## src/rtl/unified_mem_arbiter.sv

```systemverilog
// Arbiter that shares one single-port instruction/data memory between the fetch (IF)
// and load/store (MA) ports. Data accesses have priority, and a bounded guard keeps fetch from starving.
module unified_mem_arbiter #(
  parameter int STARVE_LIMIT = 4,
  parameter int TIMEOUT      = 64
) (
  input  logic        CLK,
  input  logic        RESET,
  input  logic        IF_REQ,
  input  logic [31:0] IF_ADDR,
  output logic [31:0] IF_RDATA,
  output logic        IF_VALID,
  output logic        IF_STALL,
  input  logic        MA_READ,
  input  logic        MA_WRITE,
  input  logic [31:0] MA_ADDR,
  input  logic [31:0] MA_WDATA,
  output logic [31:0] MA_RDATA,
  output logic        MA_VALID,
  output logic        MA_STALL,
  output logic        MEM_READ,
  output logic        MEM_WRITE,
  output logic [31:0] MEM_ADDR,
  output logic [31:0] MEM_WDATA,
  input  logic [31:0] MEM_RDATA,
  input  logic        MEM_BUSYWAIT,
  output logic        MEM_ERR
);

  localparam int TW = $clog2(TIMEOUT) + 1;
  localparam logic [TW-1:0] TMO_LAST   = TW'(TIMEOUT - 1);
  localparam logic [3:0]    STARVE_MAX = 4'(STARVE_LIMIT);

  typedef enum logic [1:0] {IDLE, I_ACC, D_ACC, DONE} state_t;

  state_t        state_reg, state_next;
  logic          mem_read_reg, mem_read_next;
  logic          mem_write_reg, mem_write_next;
  logic [31:0]   mem_addr_reg, mem_addr_next;
  logic [31:0]   mem_wdata_reg, mem_wdata_next;
  logic [31:0]   if_rdata_reg, if_rdata_next;
  logic [31:0]   ma_rdata_reg, ma_rdata_next;
  logic          if_valid_reg, if_valid_next;
  logic          ma_valid_reg, ma_valid_next;
  logic          mem_err_reg, mem_err_next;
  logic [3:0]    starve_reg, starve_next;
  logic [TW-1:0] tmo_reg, tmo_next;
  logic          ma_pend;
  logic [31:0]   fill_data;

  assign ma_pend = MA_READ | MA_WRITE;

  always_comb begin
    state_next     = state_reg;
    mem_read_next  = mem_read_reg;
    mem_write_next = mem_write_reg;
    mem_addr_next  = mem_addr_reg;
    mem_wdata_next = mem_wdata_reg;
    if_rdata_next  = if_rdata_reg;
    ma_rdata_next  = ma_rdata_reg;
    if_valid_next  = 1'b0;
    ma_valid_next  = 1'b0;
    mem_err_next   = mem_err_reg;
    starve_next    = starve_reg;
    tmo_next       = tmo_reg;
    fill_data      = MEM_BUSYWAIT ? 32'd0 : MEM_RDATA;

    case (state_reg)
      IDLE: begin
        if (ma_pend && (starve_reg < STARVE_MAX || !IF_REQ)) begin
          // A simultaneous read+write request is served as a store.
          state_next     = D_ACC;
          mem_write_next = MA_WRITE;
          mem_read_next  = ~MA_WRITE;
          mem_addr_next  = MA_ADDR;
          mem_wdata_next = MA_WDATA;
          tmo_next       = '0;
          if (IF_REQ && starve_reg < STARVE_MAX)
            starve_next = starve_reg + 1'b1;
        end else if (IF_REQ) begin
          state_next    = I_ACC;
          mem_read_next = 1'b1;
          mem_addr_next = IF_ADDR;
          tmo_next      = '0;
          starve_next   = '0;
        end
      end
      I_ACC, D_ACC: begin
        if (!MEM_BUSYWAIT || tmo_reg == TMO_LAST) begin
          // A timed-out access still completes, returning zero; a store has no read target.
          if (MEM_BUSYWAIT)
            mem_err_next = 1'b1;
          if (state_reg == I_ACC) begin
            if_rdata_next = fill_data;
            if_valid_next = 1'b1;
          end else begin
            if (mem_read_reg)
              ma_rdata_next = fill_data;
            ma_valid_next = 1'b1;
          end
          mem_read_next  = 1'b0;
          mem_write_next = 1'b0;
          state_next     = DONE;
        end else begin
          tmo_next = tmo_reg + 1'b1;
        end
      end
      DONE: state_next = IDLE;
      default: state_next = IDLE;
    endcase

    if (!IF_REQ)
      starve_next = '0;
  end

  always_ff @(posedge CLK) begin
    if (RESET) begin
      state_reg     <= IDLE;
      mem_read_reg  <= 1'b0;
      mem_write_reg <= 1'b0;
      mem_addr_reg  <= '0;
      mem_wdata_reg <= '0;
      if_rdata_reg  <= '0;
      ma_rdata_reg  <= '0;
      if_valid_reg  <= 1'b0;
      ma_valid_reg  <= 1'b0;
      mem_err_reg   <= 1'b0;
      starve_reg    <= '0;
      tmo_reg       <= '0;
    end else begin
      state_reg     <= state_next;
      mem_read_reg  <= mem_read_next;
      mem_write_reg <= mem_write_next;
      mem_addr_reg  <= mem_addr_next;
      mem_wdata_reg <= mem_wdata_next;
      if_rdata_reg  <= if_rdata_next;
      ma_rdata_reg  <= ma_rdata_next;
      if_valid_reg  <= if_valid_next;
      ma_valid_reg  <= ma_valid_next;
      mem_err_reg   <= mem_err_next;
      starve_reg    <= starve_next;
      tmo_reg       <= tmo_next;
    end
  end

  assign IF_RDATA  = if_rdata_reg;
  assign IF_VALID  = if_valid_reg;
  assign IF_STALL  = IF_REQ & ~if_valid_reg;
  assign MA_RDATA  = ma_rdata_reg;
  assign MA_VALID  = ma_valid_reg;
  assign MA_STALL  = (MA_READ | MA_WRITE) & ~ma_valid_reg;
  assign MEM_READ  = mem_read_reg;
  assign MEM_WRITE = mem_write_reg;
  assign MEM_ADDR  = mem_addr_reg;
  assign MEM_WDATA = mem_wdata_reg;
  assign MEM_ERR   = mem_err_reg;

endmodule
```

## config.mk

```make
export PLATFORM = sky130hd
export DESIGN_NAME = unified_mem_arbiter
export DESIGN_NICKNAME = d
export VERILOG_FILES = /design/src/rtl/unified_mem_arbiter.sv
export SDC_FILE = /design/constraint.sdc
export NUM_CORES = 1
export LEC_CHECK = 0
export ABC_CLOCK_PERIOD_IN_PS = 1650
export BUFFER_PORTS_ARGS = -buffer_cell sky130_fd_sc_hd__buf_2
export CAP_MARGIN = 20
export CORE_ASPECT_RATIO = 0.8
export CORE_UTILIZATION = 42
export DETAILED_ROUTE_END_ITERATION = 16
export GPL_ROUTABILITY_DRIVEN = 0
export PLACE_DENSITY = 0.83
export RECOVER_POWER = 50
export SYNTH_ARGS = -nofsm -noshare
export SYNTH_HDL_FRONTEND = slang
export SYNTH_SLANG_ARGS = --single-unit
```

## constraint.sdc

```tcl
create_clock -name CLK -period 1.65 [get_ports CLK]
set_input_delay 0 -clock CLK [delete_from_list [all_inputs] [get_ports CLK]]
set_output_delay 0 -clock CLK [all_outputs]
set_load 0.01 [all_outputs]
```

==> metrics <==
status=finished with violations; violated checks=negative setup slack; H-tree levels=4; Reg2Reg Launch Point=tmo_reg[1]; clock latency on the worst-skew pair=between 400 and 500 ps; Syn Inst Count=roughly 610; cell at the slowest stage of the critical path=dfxtp_1; max incr delay on CP=between 300 and 400 ps; TNS Setup=-74.1 ps; synthesized flop and latch total=approximately 150; Synth area leader=dfxtp_1; layout cell share with drive strength beyond 1=a little under a quarter; crit path cell chain=ha_1, and3_4, a21boi_4, buf_4, clkbuf_16, o21ai_0, a21oi_1; CP top delay family=compound AO/OA/AOI/OAI gates; chip height=around 100 µm; Hold Vio Cnt, Final=0; Seq/Total Area, Yosys=a little over half; Final Setup Violations=1; WL final=roughly 21 mm; post-synth top area share=~53%; Crit path arrival time=2000 ps; WHS Endpoint=starve_reg[3]; clock buffer count from CTS=17; Clock Path Buffers=2; reg2reg setup slack=-70 ps; Die X=approximately 130 µm; Worst Setup Start Kind=flop; CP max FO=17; CP Depth=7; DP Wirelength=between 10 and 15 mm; ranking of synthesized cells by area=dfxtp_1 (53%), nand2_1 (6.8%), a21oi_1 (6.5%); worst path bufs/invs=2; Root Driver=clkbuf_16; post-synth design cell area=around 5600 µm²; Via Count=between 6,000 and 7,000; Via density=~5.2; final global-route overflow total=0; Worst Hold Class=in -> reg; crit end category=flop; crit path kind=reg -> reg; port bufs=approximately 270; f_max=580 MHz; Pre-antenna DRT Iters=6; reg2reg path depth=7; clock period minus worst slack=1720 ps; initial core utilization=43.2%; CTS sink count=approximately 150; period utilisation layout=104%; clock slew at reported path FFs=roughly 60 ps; Place WS=-143 ps; power consumption=12.6 mW; Slew Viols, Final=0; core footprint=about 13,000 µm²; post-route ant nets=0; Rows=37; drt wl/cell=between 15 and 20 µm; Total GRT Usage=between 20% and 30%; most frequent cells in the layout=dfxtp_1 (144), clkbuf_1 (134), buf_2 (133), dlygate4sd3_1 (129), nand2_1 (100); hold path cells=3; Clock Skew=between 10 and 15 ps; initial antenna violation count=1; Yosys warning count=0; Crit path required time=1930 ps; nets@finish=~1,200; Netlist cell types=43; die area=~14,000 µm²; hold_sp=IF_REQ; DRC violations left=0; worst r2r dst=MA_RDATA[10]; largest net degree at the start of global routing=65; PwrDens=~1400 nW/µm²; VDD IR max=approximately 800 µV; area grow syn2layout=64.2%; # IOs=269; Mean Syn Cell Area=about 9.2 µm²; Max-Cap Viols=0; first-pass GRT wire length=30.1 mm; vias in the first global route=~6,200; post-synth net total=743; Leakage=between 3 and 4 nW; Worst-Margin Slew=471 ps; initial DRC count=450; commonest non-fill, non-tap cell in the layout=dfxtp_1; Rel. slew slack=between 60 and 70%; CTS tree=built; Worst Slack Setup Final=-74.1 ps
==> worst min-delay path: cells and delay by family <==
family	cells	cell delay (ps)
and+or+nand+nor	2	250
buffers and inverters	1	160
==> cells by family after synthesis <==
group / share of synthesized area, %
compound gates: 23.0
fa+ha+maj: 0.900
flops: 52.5
mux: 5.94
buf+inv: 4.54
xor+xnor: 0.315
simple gates: 12.8
==> metal layers <==
metal  vias up  part of all wire (%)  GRT usage, %
met4         0                   5.0          16.0
met5         -                     0             0
li1       2966                     -             -
met3        97                   8.7          8.40
met1      2877                    38          30.7
met2       380                    48          48.7
==> worst max-delay path by stage <==
stage	end	startpoint
after global placement	IF_RDATA[14]	tmo_reg[0]
after CTS	IF_RDATA[12]	tmo_reg[0]
after floorplan	IF_RDATA[0]	state_reg[0]
final	MA_RDATA[10]	tmo_reg[1]
after global routing	MA_RDATA[10]	tmo_reg[0]
after detailed placement	IF_RDATA[26]	tmo_reg[0]
==> area by class of cell <==
class                   instances  area (µm²)
diodes                          1        2.50
repair buffers                437        2910
multi-input cells             405        2480
fillers                      1005        3740
clock inverters                14         120
flip-flops and latches        146        2930
well taps                     175         219
inverters                       9        33.8
clock buffers                  18         439
==> where the power goes <==
part           switching, mW  internal, mW
registers              0.369          4.21
logic                   2.57          1.87
clock network           1.62          2.01
total                   4.56          8.09
==> cells in the mapped netlist <==
master	instances
a211o_4	1
a211oi_1	32
a21bo_2	1
a21boi_2	2
a21oi_1	72
a21oi_2	1
a22o_1	32
a31o_2	1
a31oi_1	4
a31oi_2	4
and2_1	1
and3_1	1
and3b_1	1
buf_1	2
buf_2	16
buf_6	3
clkbuf_1	22
clkbuf_2	3
dfxtp_1	146
ha_1	4
inv_1	9
mux2i_1	33
nand2_1	101
nand3_1	8
nand3b_1	2
nand4_1	1
nand4b_1	1
nor2_1	42
nor2b_1	1
nor3_1	3
nor3_2	1
nor3b_1	1
nor4_1	1
nor4b_4	1
o211ai_1	1
o21a_1	1
o21ai_0	38
o21ai_1	3
o21ai_2	1
o21ba_2	2
o31a_1	1
or3_1	2
xor2_1	2
==> per-stage QoR <==
| stage | hold WS [ps] | util [%] | cell area (µm²) | cells |
|---|---|---|---|---|
| 4_1_cts | 16.1 | 70.7 | 9100 | 1193 |
| 5_1_grt | 41.0 | 71.0 | 9130 | 1205 |
| 3_5_place_dp | 237 | 56.2 | 7230 | 1032 |
| 2_1_floorplan | 133 | - | 5580 | 605 |
| 6_report | 25.7 | 71.0 | 9130 | 1205 |
| 3_3_place_gp | 231 | 56.2 | 7230 | 1032 |
==> timing repair <==
item	CTS	global route
resized for setup	4	22
pin swaps	1	6
buffers inserted	0	5
gates cloned	0	6
setup endpoints to repair	39	47
hold buffers	129	0
hold endpoints to repair	129	0
Power figures use the tool's default switching activity.
